File: config.mk
export PLATFORM = sky130hd
export DESIGN_NAME = v5_peak_detector
export DESIGN_NICKNAME = d
export VERILOG_FILES = /design/src/rtl/package_settings_v_5.sv /design/src/rtl/v5_timestamp_counter.sv /design/src/rtl/v5_peak_detector.sv
export SDC_FILE = /design/constraint.sdc
export NUM_CORES = 1
export LEC_CHECK = 0
export CAP_MARGIN = 20
export CORE_ASPECT_RATIO = 1.4
export CORE_MARGIN = 2
export CORE_UTILIZATION = 50
export DETAILED_ROUTE_END_ITERATION = 16
export PLACE_DENSITY = 0.8
export SETUP_SLACK_MARGIN = 0.15
export SLEW_MARGIN = 20
export SYNTH_ARGS = -nofsm -noshare
export SYNTH_HDL_FRONTEND = slang
export SYNTH_SLANG_ARGS = --single-unit
File: constraint.sdc
create_clock -name clk -period 3.4 [get_ports clk]
set_input_delay 0.51 -clock clk [delete_from_list [all_inputs] [get_ports clk]]
set_output_delay 0.51 -clock clk [all_outputs]
set_load 0.02 [all_outputs]
File: src/rtl/package_settings_v_5.sv
`default_nettype none
// +--------------------------------------------------------------------------+
// | package_settings_v_5                                                     |
// | Shared widths, default detector settings and FSM state type.             |
// | Revision: 1.0                                                            |
// +--------------------------------------------------------------------------+
package package_settings_v_5;

    localparam int SIZE_FILTER_DATA = 16;
    // Headroom for the trapezoid filter's gain.
    localparam int SIZE_PEAK_DATA   = SIZE_FILTER_DATA + 4;

    localparam int THRESHOLD_v_5 = 100;
    localparam int HOLDOFF_v_5   = 4;

    typedef enum logic [1:0] {
        IDLE    = 2'd0,
        ARMED   = 2'd1,
        REPORT  = 2'd2,
        HOLDOFF = 2'd3
    } peak_state_v_5_t;

endpackage
`default_nettype wire

File: src/rtl/v5_timestamp_counter.sv
`default_nettype none
// +--------------------------------------------------------------------------+
// | v5_timestamp_counter                                                     |
// | Free-running, wrapping timestamp counter for the peak detector.          |
// | Revision: 1.0                                                            |
// +--------------------------------------------------------------------------+
module v5_timestamp_counter #(
    parameter int TS_WIDTH = 32
) (
    input  logic                clk,
    input  logic                reset,
    output logic [TS_WIDTH-1:0] count_o
);

    logic [TS_WIDTH-1:0] count_q;

    always_ff @(posedge clk or negedge reset) begin
        if (!reset) begin
            count_q <= '0;
        end else begin
            count_q <= count_q + TS_WIDTH'(1);
        end
    end

    assign count_o = count_q;

endmodule
`default_nettype wire

File: src/rtl/v5_peak_detector.sv
`default_nettype none
// +--------------------------------------------------------------------------+
// | v5_peak_detector                                                         |
// | Pulse-maximum detector with hold-off and a valid/ready result slot.      |
// | Timestamps are built only when V5_PEAK_TIMESTAMP_EN is defined.          |
// | Revision: 1.0                                                            |
// +--------------------------------------------------------------------------+
module v5_peak_detector #(
    parameter int THRESHOLD = package_settings_v_5::THRESHOLD_v_5,
    parameter int HOLDOFF   = package_settings_v_5::HOLDOFF_v_5,
    parameter int TS_WIDTH  = 32
) (
    input  logic                                                  clk,
    input  logic                                                  reset,
    input  logic signed [package_settings_v_5::SIZE_PEAK_DATA-1:0] filter_data,
    output logic signed [package_settings_v_5::SIZE_PEAK_DATA-1:0] peak_value,
    output logic        [TS_WIDTH-1:0]                            peak_time,
    output logic                                                  peak_valid,
    input  logic                                                  peak_ready,
    output logic        [15:0]                                    overflow_cnt
);

    // The HOLDOFF state is referenced through the package scope because the
    // parameter of the same name lives in this module.
    import package_settings_v_5::peak_state_v_5_t;
    import package_settings_v_5::IDLE;
    import package_settings_v_5::ARMED;
    import package_settings_v_5::REPORT;
    import package_settings_v_5::SIZE_PEAK_DATA;

    localparam int                           c_W      = SIZE_PEAK_DATA;
    localparam logic signed [c_W-1:0]        c_THRESH = c_W'(THRESHOLD);
    localparam int                           c_HW     = (HOLDOFF > 1) ? $clog2(HOLDOFF + 1) : 1;
    localparam logic        [c_HW-1:0]       c_HOLD   = c_HW'(HOLDOFF);

    peak_state_v_5_t        state_q, state_d;
    logic signed [c_W-1:0]  x_q;
    logic signed [c_W-1:0]  max_q, max_d;
    logic signed [c_W-1:0]  value_q, value_d;
    logic        [c_HW-1:0] hold_q, hold_d;
    logic                   valid_q, valid_d;
    logic        [15:0]     ovf_q, ovf_d;
    logic                   w_capture;
    logic                   w_load;

    always_ff @(posedge clk or negedge reset) begin
        if (!reset) begin
            state_q <= IDLE;
            x_q     <= '0;
            max_q   <= '0;
            hold_q  <= '0;
            value_q <= '0;
            valid_q <= 1'b0;
            ovf_q   <= '0;
        end else begin
            state_q <= state_d;
            x_q     <= filter_data;
            max_q   <= max_d;
            hold_q  <= hold_d;
            value_q <= value_d;
            valid_q <= valid_d;
            ovf_q   <= ovf_d;
        end
    end

    always_comb begin
        state_d   = state_q;
        max_d     = max_q;
        hold_d    = hold_q;
        w_capture = 1'b0;
        case (state_q)
            IDLE: begin
                if (x_q > c_THRESH) begin
                    state_d   = ARMED;
                    w_capture = 1'b1;
                end
            end
            ARMED: begin
                // Strict '>' keeps the first sample of a flat top.
                if (x_q <= c_THRESH) begin
                    state_d = REPORT;
                end else if (x_q > max_q) begin
                    w_capture = 1'b1;
                end
            end
            REPORT: begin
                if (HOLDOFF == 0) begin
                    state_d = IDLE;
                end else begin
                    state_d = package_settings_v_5::HOLDOFF;
                    hold_d  = c_HOLD;
                end
            end
            package_settings_v_5::HOLDOFF: begin
                if (hold_q <= c_HW'(1)) begin
                    state_d = IDLE;
                end else begin
                    hold_d = hold_q - c_HW'(1);
                end
            end
            default: state_d = IDLE;
        endcase
        if (w_capture) begin
            max_d = x_q;
        end
    end

    // A fresh result may replace one that is being consumed on the same edge.
    assign w_load = (state_q == REPORT) && (!valid_q || peak_ready);

    always_comb begin
        value_d = value_q;
        valid_d = valid_q;
        ovf_d   = ovf_q;
        if (w_load) begin
            value_d = max_q;
            valid_d = 1'b1;
        end else if (valid_q && peak_ready) begin
            valid_d = 1'b0;
        end
        if ((state_q == REPORT) && !w_load && (ovf_q != 16'hFFFF)) begin
            ovf_d = ovf_q + 16'd1;
        end
    end

`ifdef V5_PEAK_TIMESTAMP_EN
    logic [TS_WIDTH-1:0] tcnt;
    logic [TS_WIDTH-1:0] ts_q, ts_d;
    logic [TS_WIDTH-1:0] time_q, time_d;

    v5_timestamp_counter #(
        .TS_WIDTH (TS_WIDTH)
    ) u_tcnt (
        .clk     (clk),
        .reset   (reset),
        .count_o (tcnt)
    );

    always_ff @(posedge clk or negedge reset) begin
        if (!reset) begin
            ts_q   <= '0;
            time_q <= '0;
        end else begin
            ts_q   <= ts_d;
            time_q <= time_d;
        end
    end

    always_comb begin
        ts_d   = w_capture ? tcnt : ts_q;
        time_d = w_load ? ts_q : time_q;
    end

    assign peak_time = time_q;
`else
    assign peak_time = '0;
`endif

    assign peak_value   = value_q;
    assign peak_valid   = valid_q;
    assign overflow_cnt = ovf_q;

endmodule
`default_nettype wire
### Word level (Yosys, flattened, before mapping)

Index checks and enable logic that the tools add are counted.

| storage, ports and cells | value |
|---|---|
| register bits | 82 |
| input port bits | 23 |
| output and inout bits | 69 |
| logic and storage cells | 45 |

| cells by class | value |
|---|---|
| $add $sub $neg | 2 |
| magnitude comparators | 4 |
| eq/ne operators | 8 |
| muxes and demuxes | 12 |
| reductions and logical operators | 12 |

Operators with widths:

| cell | number |
|---|---|
| $gt A20 B20 Y1 | 1 |
| $gt A20 B8 Y1 const B | 1 |
| $le A20 B8 Y1 const B | 1 |
| $add A16 B1 Y16 const B | 1 |
| $ne A16 B16 Y1 const B | 1 |
| $ne A2 B2 Y1 const B | 4 |
| $pmux W2 S4 | 1 |
| $mux W2 | 3 |
| $pmux W3 S2 | 1 |
| $mux W1 | 5 |
| $eq A2 B2 Y1 const B | 2 |
| $logic_and A1 B1 Y1 | 4 |
| $reduce_bool A2 Y1 | 2 |
| $le A3 B1 Y1 const B | 1 |
| $mux W3 | 1 |
| $reduce_and A3 Y1 | 1 |
| $sub A3 B1 Y3 const B | 1 |
| $eq A2 B1 Y1 const B | 1 |
| $logic_not A1 Y1 | 2 |
| $logic_not A2 Y1 | 1 |
| $pmux W1 S2 | 1 |
| $reduce_and A2 Y1 | 1 |
| $logic_or A1 B1 Y1 | 1 |

### Depth between registers and ports, before layout

| logic depth | value |
|---|---|
| depth after elaboration | 6 |
| mapped depth | 9 |
| depth with buffers taken out | 8 |

### Worst setup path after synthesis

OpenSTA, ideal clock, no wires.

| path | value |
|---|---|
| kind | register -> register |
| from | reg x_q[19] |
| to | reg max_q[0] |
| setup time | 0.125 ns |
| arrival | 2.371 ns |
| required time | 3.275 ns |
| slack | 0.904 ns |
| cell stages (with the launch flop) | 9 |
| buffers on the path | 1 |
| period minus slack after synthesis | 2.496 ns |
| cell sequence | dfrtp_1 -> ha_1 -> nand4_2 -> nor4_1 -> o21ai_1 -> and3_4 -> a211oi_4 -> buf_12 -> mux2_4 |

| between the ends | value |
|---|---|
| word-level cells in the longest chain between the ends | 4 |
| elaborated cells on any way between the ends | 7 |
| classes of those cells | 3 x order compare; 4 x mux |

Ends and longest elaborated chain:

| element | RTL line | text |
|---|---|---|
| start, declared | v5_peak_detector.sv:37 | `logic signed [c_W-1:0] x_q;` |
| start signal, assigned | v5_peak_detector.sv:57 | `x_q <= filter_data;` |
| $gt A20 B20 Y1 | v5_peak_detector.sv:82 | `end else if (x_q > max_q) begin` |
| $mux W1 | v5_peak_detector.sv:82 |  |
| $mux W1 | v5_peak_detector.sv:80 | `if (x_q <= c_THRESH) begin` |
| $pmux W1 S2 (*) | v5_peak_detector.sv:71 | `case (state_q)` |
| end signal, assigned | v5_peak_detector.sv:58 | `max_q <= max_d;` |
| end, declared | v5_peak_detector.sv:38 | `logic signed [c_W-1:0] max_q, max_d;` |

Mark *: on every way between the ends. The rest lies on a longest branch, timed or not.
A chain may end at the register's enable or synchronous reset.

### Worst setup path in the final report

| path | value |
|---|---|
| from | reg x_q[19] |
| to | reg max_q[12] |

The elaborated chain is that of the path after synthesis.

==> impl_metrics.tcl <==
set metrics [dict create \
    path_buf_inv 1 \
    yosys_warnings 0 \
    wl_per_cell_um 14.1 \
    grt_max_degree 83 \
    ctsHoldBuffers 0 \
    synth_top_family_by_area "buffers and inverters" \
    worst-path-stages 8 \
    fin_area_um2 4690 \
    portBuffers 59 \
    synth_cell_types 41 \
    fin_skew_ps 10.9 \
    crit_arrival_ps 2880 \
    overflow 0 \
    drcViolationCount 0 \
    cts-resized-gates 0 \
    layout_min_cycle_time_ps 2640 \
    p_total_uw 3720 \
    via_count 2564 \
    yosysSeqAreaShare_pct 52.6 \
    yosys.area_share.adder_pct 8.34 \
    ys_seq_elements 82 \
    ir_worst_vdd_mv 0.514 \
    p_per_area_nw_per_um2 793 \
    setup-violations-final 0 \
    critPathSlowestCell "dfrtp_1" \
    nets 457 \
    clock_sinks 82 \
    grt_pass1_wl_um 12400 \
    hold_viol 0 \
    dieArea_um2 8540 \
    synth_simple_gate_area_share_pct 9.68 \
    cts_setup_buffers 0 \
    cts_max_path_buffers 2 \
    numCtsBuffers 9 \
    grt_pass1_vias 2686 \
    max_freq_ghz 0.379 \
    critPathCaptureType "register" \
    r2r_end "max_q[12]$_DFFE_PN0P_" \
    synth_area_um2 3900 \
    viasPerCell 5.01 \
    drv_slew 0 \
    endpoint "max_q[12]$_DFFE_PN0P_" \
    placed_area_um2 4470 \
    fp-row-count 38 \
    cpLargestDelayFamily "simple AND/OR/NAND/NOR gates" \
    first_iter_violations 138 \
    worstMarginPinSlew_ps 721 \
    async_flop_share_pct 100 \
    chipHeight_um 109 \
    slowest_delay_ps 410 \
    clk_latency_ps 360 \
    wirelength_um 7210 \
    p_leak_uw 0.00219 \
    cts_tree "built" \
    slew_headroom_pct 51.9 \
    rsz0062_at_grt "no" \
    boundaryPins 92 \
    place_hpwl_um 5230 \
    r2r_slack_ps 760 \
    synth_cells 342 \
    fillerInstances 624 \
    path_clk_slew_ps 70 \
    outcome "finished, final reports clean" \
    h-tree-depth 3 \
    crit_start "x_q[19]$_DFF_PN0_" \
    synth_edf_count 0 \
    reg2reg_from "x_q[19]$_DFF_PN0_" \
    ff2ff_path_depth 8 \
    synth-compound-area-share_pct 8.75 \
    initial_core_util_pct 51.0 \
    final_common_cell "dfrtp_1" \
    gp_routability_congestion 0.887 \
    start_kind "register" \
    holdWs_ps 168 \
    min_path_type "input pin to async pin" \
    dr.pass1.iters 4 \
    syn_area_per_cell_um2 11.4 \
    diodes 0 \
    maxCapViolations 0 \
    antenna_found_initial 0 \
    core_area_um2 7650 \
    fin_util_pct 61.3 \
    critical_path_class "register to register" \
    mostFrequentLayoutCells "dfrtp_1 (82), clkdlybuf4s50_1 (58), nand2_1 (33)" \
    timing.final.crit_share_pct 77.7 \
    grt_util_all_layers_pct 19.3 \
    crit_path_max_fanout 19 \
    ys.flop_type "dfrtp_1" \
    root_buffer "clkbuf_8" \
    die_w_um 78.7 \
    synth_mux_area_share_pct 7.57 \
    critPathRequiredTime_ps 3640 \
    area_growth_syn_to_layout_pct 20.3 \
    layout-drive-gt1-share_pct 10.9 \
    finalSetupTns_ps 0 \
    yosys.area_share.xor_xnor_pct 3.14 \
    detail-route-antenna-nets 0 \
    path_cells "ha_1 -> nand4_2 -> nor4_1 -> o21ai_1 -> and3_4 -> a211oi_4 -> buf_4 -> mux2_2" \
]
[state kept, by name, summed over array words and instances (netlist names)]
register / cells
hold_q: 3
max_q: 20
overflow_cnt: 16
peak_valid: 1
peak_value: 20
state_q: 2
x_q: 20
[through the flow]
| stage | setup WS [ps] | std cells |
|---|---|---|
| floorplan | 904 | 373 |
| global placement | 914 | 497 |
| detailed placement | 793 | 497 |
| CTS | 771 | 512 |
| global route | 509 | 512 |
| finish | 758 | 512 |
[worst min path at each step]
| stage | from | end | slack, ps | cells past startpoint |
|---|---|---|---|---|
| after floorplan | reset | hold_q[0]$_DFFE_PN0P_ | 210 | 0 |
| after global placement | peak_value[7]$_DFFE_PN0P_ | peak_value[7]$_DFFE_PN0P_ | 460 | 2 |
| after detailed placement | peak_value[19]$_DFFE_PN0P_ | peak_value[19]$_DFFE_PN0P_ | 470 | 2 |
| after CTS | reset | max_q[5]$_DFFE_PN0P_ | 350 | 1 |
| after global routing | reset | overflow_cnt[4]$_DFFE_PN0P_ | 230 | 1 |
| final | reset | overflow_cnt[4]$_DFFE_PN0P_ | 170 | 1 |
[Yosys cell counts (2+ instances only)]
cell	n	area, µm²
a21oi_1	12	60.1
and3_1	3	18.8
buf_4	32	240
clkbuf_1	4	15.0
dfrtp_1	82	2050
ha_1	26	325
inv_1	29	109
mux2_2	12	135
mux2_4	10	150
nand2_1	33	124
nand2b_1	4	25.0
nand3_1	8	40.0
nand4_1	8	50.1
nor2_1	6	22.5
nor3_1	3	15.0
nor4_1	4	25.0
o21a_1	4	30.0
o21ai_0	26	130
or2_2	2	12.5
xnor2_1	9	78.8
xor2_1	5	43.8
[routing by layer]
layer | vias up | GRT usage, % | part of all wire (%)
li1 | 1231 | - | -
met1 | 1238 | 21.9 | 40
met2 | 79 | 32.9 | 52
met3 | 16 | 5.59 | 5.6
met4 | 0 | 9.90 | 2.7
met5 | - | 0 | 0
[cell families (layout without fill, tap and decap cells)]
| family | after synthesis | count (layout) |
|---|---|---|
| flops | 82 | 82 |
| simple gates | 76 | 76 |
| buf+inv | 66 | 105 |
| compound gates | 54 | 54 |
| fa+ha+maj | 26 | 26 |
| mux | 23 | 23 |
| xor+xnor | 14 | 14 |
| other cells | 1 | 32 |
[final cells by class]
type / count / area [µm²] / area share (%)
Timing Repair Buffer: 61 / 607 / 12.9
Sequential cell: 82 / 2050 / 43.7
Multi-Input combinational cell: 225 / 1580 / 33.7
Tap cell: 100 / 125 / 2.67
Inverter: 29 / 109 / 2.32
Clock inverter: 2 / 60.1 / 1.28
Clock buffer: 13 / 159 / 3.38
[where the power goes]
part           internal, µW  switching [µW]  leakage [µW]
clock network           451             325      0.000110
registers              1270             179       0.00101
logic                   715             785       0.00106
Power figures use the tool's default switching activity.
